===== src/rtl/fifo_drain_accum.sv =====
// Drains a word stream from an upstream FIFO, sums a programmed number of words, and
// enqueues one 32-bit result downstream per burst. Define FIFO_DRAIN_ACCUM_SAT_EN to saturate the sum.
module fifo_drain_accum #(
  parameter int COUNT_WIDTH = 16
) (
  input  logic                   CLK,
  input  logic                   nRST,
  input  logic                   start__ENA,
  input  logic [COUNT_WIDTH-1:0] start_count,
  output logic                   start__RDY,
  input  logic [31:0]            in_first,
  input  logic                   in_first__RDY,
  input  logic                   in_deq__RDY,
  output logic                   in_deq__ENA,
  output logic [31:0]            out_enq_v,
  input  logic                   out_enq__RDY,
  output logic                   out_enq__ENA,
  output logic                   busy
);

  typedef enum logic [1:0] {IDLE, ACCUM, EMIT} state_t;

  state_t                 state;
  logic [31:0]            sum;
  logic [COUNT_WIDTH-1:0] remaining;
  logic [31:0]            sum_next;

  assign start__RDY   = (state == IDLE);
  assign busy         = (state != IDLE);
  assign in_deq__ENA  = (state == ACCUM) && in_first__RDY && in_deq__RDY;
  assign out_enq__ENA = (state == EMIT) && out_enq__RDY;
  assign out_enq_v    = sum;

`ifdef FIFO_DRAIN_ACCUM_SAT_EN
  // A carry out of bit 31 pins the sum at all-ones; adding to all-ones keeps it there.
  logic [32:0] sum_wide;
  assign sum_wide = {1'b0, sum} + {1'b0, in_first};
  assign sum_next = sum_wide[32] ? 32'hFFFF_FFFF : sum_wide[31:0];
`else
  assign sum_next = sum + in_first;
`endif

  // NOTE: state registers use non-blocking assignments so every register samples
  // pre-edge values; blocking here would create ordering-dependent simulation.
  always_ff @(posedge CLK) begin
    if (!nRST) begin
      state     <= IDLE;
      sum       <= '0;
      remaining <= '0;
    end else begin
      case (state)
        IDLE: begin
          if (start__ENA) begin
            sum <= '0;
            if (start_count == '0) begin
              state <= EMIT;
            end else begin
              remaining <= start_count;
              state     <= ACCUM;
            end
          end
        end
        ACCUM: begin
          if (in_deq__ENA) begin
            sum       <= sum_next;
            remaining <= remaining - 1'b1;
            // Exit at one so a full-scale count never wraps the counter.
            if (remaining == COUNT_WIDTH'(1)) state <= EMIT;
          end
        end
        EMIT: begin
          if (out_enq__ENA) state <= IDLE;
        end
        default: state <= IDLE;
      endcase
    end
  end

endmodule

===== config.mk =====
export PLATFORM = sky130hd
export DESIGN_NAME = fifo_drain_accum
export DESIGN_NICKNAME = d
export VERILOG_FILES = /design/src/rtl/fifo_drain_accum.sv
export SDC_FILE = /design/constraint.sdc
export NUM_CORES = 1
export LEC_CHECK = 0
export BUFFER_PORTS_ARGS = -buffer_cell sky130_fd_sc_hd__buf_2
export CORE_ASPECT_RATIO = 0.7
export CORE_MARGIN = 2
export CORE_UTILIZATION = 25
export DETAILED_ROUTE_END_ITERATION = 12
export GPL_ROUTABILITY_DRIVEN = 0
export PLACE_DENSITY = 0.47
export SYNTH_ARGS = -nofsm -noshare
export SYNTH_HDL_FRONTEND = slang
export SYNTH_SLANG_ARGS = --single-unit

===== constraint.sdc =====
create_clock -name CLK -period 2.74 [get_ports CLK]
set_input_delay 0.411 -clock CLK [delete_from_list [all_inputs] [get_ports CLK]]
set_output_delay 0.411 -clock CLK [all_outputs]
set_load 0.03 [all_outputs]

== Word-level counts from Yosys, hierarchy flattened ==
Index checks and enable logic that the tools add are counted.

* Add/sub/neg operators: 2
* Equality and inequality tests: 8
* Mux-type cells: 13
* Reduce and logical (&&, ||, !) cells: 10

{| class="wikitable"
|+ Operator list
! kind !! number
|-
| 32-bit two-way mux || 2
|-
| 32-bit one-hot mux with 2 select lines || 1
|-
| 16-bit two-way mux || 3
|-
| 32-bit adder || 1
|-
| 16-bit one-hot mux with 2 select lines || 1
|-
| 16-bit by 1-bit == test with 1-bit output, second input constant || 1
|-
| 16-bit logical NOT || 1
|-
| 16-bit by 1-bit subtractor with 16-bit output, second input constant || 1
|-
| 2-bit two-way mux || 5
|-
| 2-bit inequality test, second input constant || 4
|-
| 4-bit AND reduction || 2
|-
| 2-bit one-hot mux with 3 select lines || 1
|-
| 2-bit nonzero test || 2
|-
| 1-bit logical AND || 3
|-
| 3-bit AND reduction || 1
|-
| 2-bit by 1-bit == test with 1-bit output, second input constant || 1
|-
| 2-bit == test, second input constant || 1
|-
| 2-bit logical NOT || 1
|-
| 2-bit by 1-bit inequality test with 1-bit output, second input constant || 1
|}

* Bits in registers: 50
* Input port bits: 54
* Output and inout bits: 36
* Logic and storage cells: 36

== Depth between registers and ports, before layout ==
* Depth after elaboration: 5
* Mapped depth: 12
* Gate-level depth less buffers: 12

== Worst setup path after synthesis ==
Ideal clock, no wire load.

* Path type: flip-flop to flip-flop
* Start: register sum[0], in the netlist out_enq_v[0]
* End: register sum[24], in the netlist out_enq_v[24]
* Setup time: 0.125 ns
* Arrival: 2.522 ns
* Required time: 2.615 ns
* Setup slack: 0.093 ns
* Cell stages (with the launch flop): 13
* Buffers on the path: 0
* Clock period less this slack: 2.647 ns
* Cell sequence: dfxtp_1 > ha_1 > inv_1 > fa_1 > and2b_1 > o2111ai_1 > a21oi_1 > o21ai_1 > o211ai_2 > a31oi_1 > a21oi_1 > xnor2_1 > o21ai_0

* Word-level cells in the longest chain between the ends: 3

{| class="wikitable"
|+ Ends and longest elaborated chain
! what !! RTL line !! text
|-
| start, declared || 24 || <nowiki>logic [31:0] sum;</nowiki>
|-
| start signal, assigned || 65 || <nowiki>sum <= sum_next;</nowiki>
|-
| 32-bit adder || 40 || <nowiki>assign sum_next = sum + in_first;</nowiki>
|-
| 32-bit two-way mux || 64 || <nowiki>if (in_deq__ENA) begin</nowiki>
|-
| 32-bit one-hot mux with 2 select lines || 51 || <nowiki>case (state)</nowiki>
|}

Every way passes these cells. The select of a mux whose other input is x is not followed.
A chain may end at the register's enable or synchronous reset.

== Final worst setup path ==
* Start: register sum[0], in the netlist out_enq_v[0]
* End: register sum[22], in the netlist out_enq_v[22]

The elaborated chain is that of the path after synthesis.

==> metrics.md <==
| Metric | Value |
|---|---|
| Status | finished clean |
| Number of vias per cell | 5.02 |
| TritonCTS Sinks | 50 |
| Final Slew Violations | 0 |
| Reg2Reg Setup Slack | 0.22 ns |
| Clock tree buffer depth | 2 |
| Max layer used | met4 |
| Startpoint Class | flop |
| Clock power frac | 0.302 |
| Pwr/cell area | 435 mW/mm^2 |
| Share of the synthesized area in the top cell type | 0.257 |
| Crit path cell chain | ha_1, inv_1, fa_1, and2b_1, o2111ai_2, a21oi_2, nor2_1, o211ai_2, nand3_1, a21oi_1, xnor2_1, o21ai_0 |
| CTS tree | done |
| Mean Syn Cell Area | 7.77 um^2 |
| Design Power | 2.10 mW |
| Die H | 109 um |
| Core area | 0.0154 mm^2 |
| H-tree lvl count | 2 |
| Yosys reg bits | 50 |
| Post-synth ARST share | 0 |
| Post-CTS sizing | 0 |
| Delay-heaviest family, CP | compound AO/OA/AOI/OAI gates |
| Num CTS Buffers | 5 |
| CP required | 2.90 ns |
| Routed WL | 12.4 mm |
| Clk Latency, worst-skew pair | 0.29 ns |
| Vias | 4,014 |
| Hold_buf cts | 0 |
| Max-cap violations | 0 |
| Drc violations | 0 |
| Vias in the first global route | 3,856 |
| Initial DRC Count | 334 |
| Top cells by area, synth | dfxtp_1 (26%), ha_1 (11%), a21oi_1 (5.5%) |
| Detailed placement HPWL | 9.83 mm |
| Sequential share of power | 0.389 |
| Pint | 1.37 mW |
| Pleak | 2.30 nW |
| Crit. End Element | flop |
| Worst vdd ir | 0.000159 V |
| Routed Antenna Nets | 0 |
| Net Switching | 0.736 mW |
| CTS Root Cell | clkbuf_16 |
| First-pass GRT wire length | 20.1 mm |
| Initial Utilization | 0.254 |
| Total GRT Usage | 0.150 |
| WL met2 | 5.13 mm |
| Fin Setup TNS | 0 ns |
| Largest net degree at the start of global routing | 29 |
| Final setup vio count | 0 |
| Largest fanout on the critical path | 3 |
| Ratio of cells with drive above 1 in the final layout | 0.232 |
| Clock Skew | 0.00905 ns |
| # diodes | 0 |
| Leading area contributor after synthesis | dfxtp_1 |
| Period utilization | 0.920 |
| RSZ-0062 raised after global routing | false |
| First drt pass iteration count | 4 |
| Clock slew at reported path FFs | 0.07 ns |
| Met1 WL | 6.49 mm |
| Relative slew slack | 0.418 |
| Wire length per cell | 15.6 um |
| Sequential share of the synthesized area | 0.257 |
| Nets | 687 |
| Row count | 38 |
| DR WL met3 | 660 um |
| Postcts setup bufs | 0 |
| Crit path buf inv count | 1 |
| Number of cells produced by synthesis | 502 |
| Critical Path AT | 2.68 ns |
| Syn Nets | 590 |
| Layout Area Growth over Synthesis | 24.2% |
| Crit-path max cell delay | 0.37 ns |
| Overflow after GRT | 0 |
| Antenna violations before repair | 0 |
| Combinational power share | 0.309 |
| EDFF count, synth | 0 |
| Worst Hold Class | in -> reg |
| Die area | 0.0166 mm^2 |
| Measured slew at the worst slew-check pin | 0.873 ns |
| Post-synthesis instance area | 0.00390 mm^2 |
| Min Tclk post-route | 2.52 ns |
| Yosys warns | 0 |
| I/O pin cnt | 90 |
| Switching Fraction | 0.350 |
| Fmax | 396 MHz |
| Yosys cell types | 59 |
| Slowest-stage cell, CP | fa_1 |
| Die width | 153 um |
| Hold Fails Final Rpt | 0 |
| Critical setup path kind | reg -> reg |
| Most used DFF post-synth | dfxtp_1 |
| Port-buffer cells | 89 |
==> cell usage after synthesis, types with 4 or more instances <==
cell	count
and3_1	9
ha_1	33
o21ai_0	36
dfxtp_1	50
inv_1	14
nand3_1	12
nand2_1	49
xnor2_1	18
clkbuf_1	15
buf_2	8
nor2_1	30
nor2b_1	24
a21oi_1	43
o211ai_1	4
nor4_1	8
o21ai_1	5
and2_1	5
nor3_1	12
a21o_1	24
xor2_1	12
a31oi_1	7
a211oi_1	4
a21boi_0	4
a22oi_1	12
nand2b_1	4
==> layout by cell type (no fill, tap or decap), types with 3 or more instances in the layout <==
master      n
o21ai_2     3
ha_1       33
nand4_1     3
a32oi_1     3
o221ai_1    3
buf_4      24
a21boi_0    4
o31ai_1     3
nor2b_1    24
nor2_1     30
nor3_1     12
inv_1      14
buf_2      89
o21a_1      3
nand2_1    49
and3_1      9
o21ai_0    36
nand3_1    12
a22oi_1    12
dfxtp_1    50
a21o_1     24
o21bai_1    3
xor2_1     12
nor4_1      8
a21oi_2     4
a211oi_1    4
o211ai_1    4
a31oi_1     7
nand2b_1    4
or3_1       3
a21oi_1    40
o211ai_2    3
and2_1      4
xnor2_1    18
o21ai_1     5
clkbuf_16   5
==> registers in the layout (all words and copies together) (netlist names) <==
signal / flops
state: 2
remaining: 16
out_enq_v: 32
==> path summary, 6_finish.rpt <==
kind | start | end | cells past startpoint
worst max-delay path | out_enq_v[0] | out_enq_v[22] | 12
worst min register to register | out_enq_v[29] | out_enq_v[29] | 2
worst max register to register | out_enq_v[0] | out_enq_v[22] | 12
worst min-delay path | start__ENA | state[0] | 3
==> power groups by stage <==
| stage | clock network [mW] | logic (mW) | registers (mW) |
|---|---|---|---|
| 2_1_floorplan | 0 | 0.416 | 0.846 |
| 3_3_place_gp | 0 | 0.641 | 0.832 |
| 3_5_place_dp | 0 | 0.646 | 0.834 |
| 4_1_cts | 0.678 | 0.649 | 0.817 |
| 5_1_grt | 0.692 | 0.729 | 0.825 |
| 6_report | 0.635 | 0.651 | 0.818 |
==> worst reg2reg max path: stages, from the launching register on <==
cell,delay [ns]
dfxtp_1,0.35
ha_1,0.17
inv_1,0.05
fa_1,0.37
and2b_1,0.24
o2111ai_2,0.14
a21oi_2,0.23
nor2_1,0.11
o211ai_2,0.23
nand3_1,0.11
a21oi_1,0.18
xnor2_1,0.13
o21ai_0,0.08
==> area by class of cell <==
cell class	instances	area (um^2)
flip-flops and latches	50	1000
clock inverters	3	18.8
well taps	200	250
inverters	14	52.6
multi-input cells	415	2770
fillers	1670	10500
clock buffers	5	125
repair buffers	113	626
==> metrics by stage <==
stage	cell area (um^2)	util	setup WS [ns]	cells	hold slack [ns]
final	4840	0.315	0.218	800	0.431
after global routing	4840	0.315	0.0235	800	0.449
after CTS	4830	0.314	0.0434	800	0.429
after detailed placement	4680	0.305	-0.0857	792	0.459
after global placement	4680	0.305	-0.0356	792	0.454
after floorplan	3900	-	0.0930	502	0.457
==> per-layer routing <==
metal | track usage | up-vias
li1 | - | 2044
met1 | 0.223 | 1864
met2 | 0.221 | 96
met3 | 0.0309 | 10
met4 | 0.0298 | 0
met5 | 0 | -
==> kinds of logic (layout without fill, tap and decap cells) <==
group / count (synthesis) / in the layout / synth area share
simple gates: 169 / 169 / 0.217
fa+ha+maj: 34 / 34 / 0.111
mux: 2 / 2 / 0.00513
compound gates: 180 / 180 / 0.305
buf+inv: 37 / 135 / 0.0382
xor+xnor: 30 / 30 / 0.0674
flops: 50 / 50 / 0.257
Note: power is estimated with default switching activity, not from simulation.
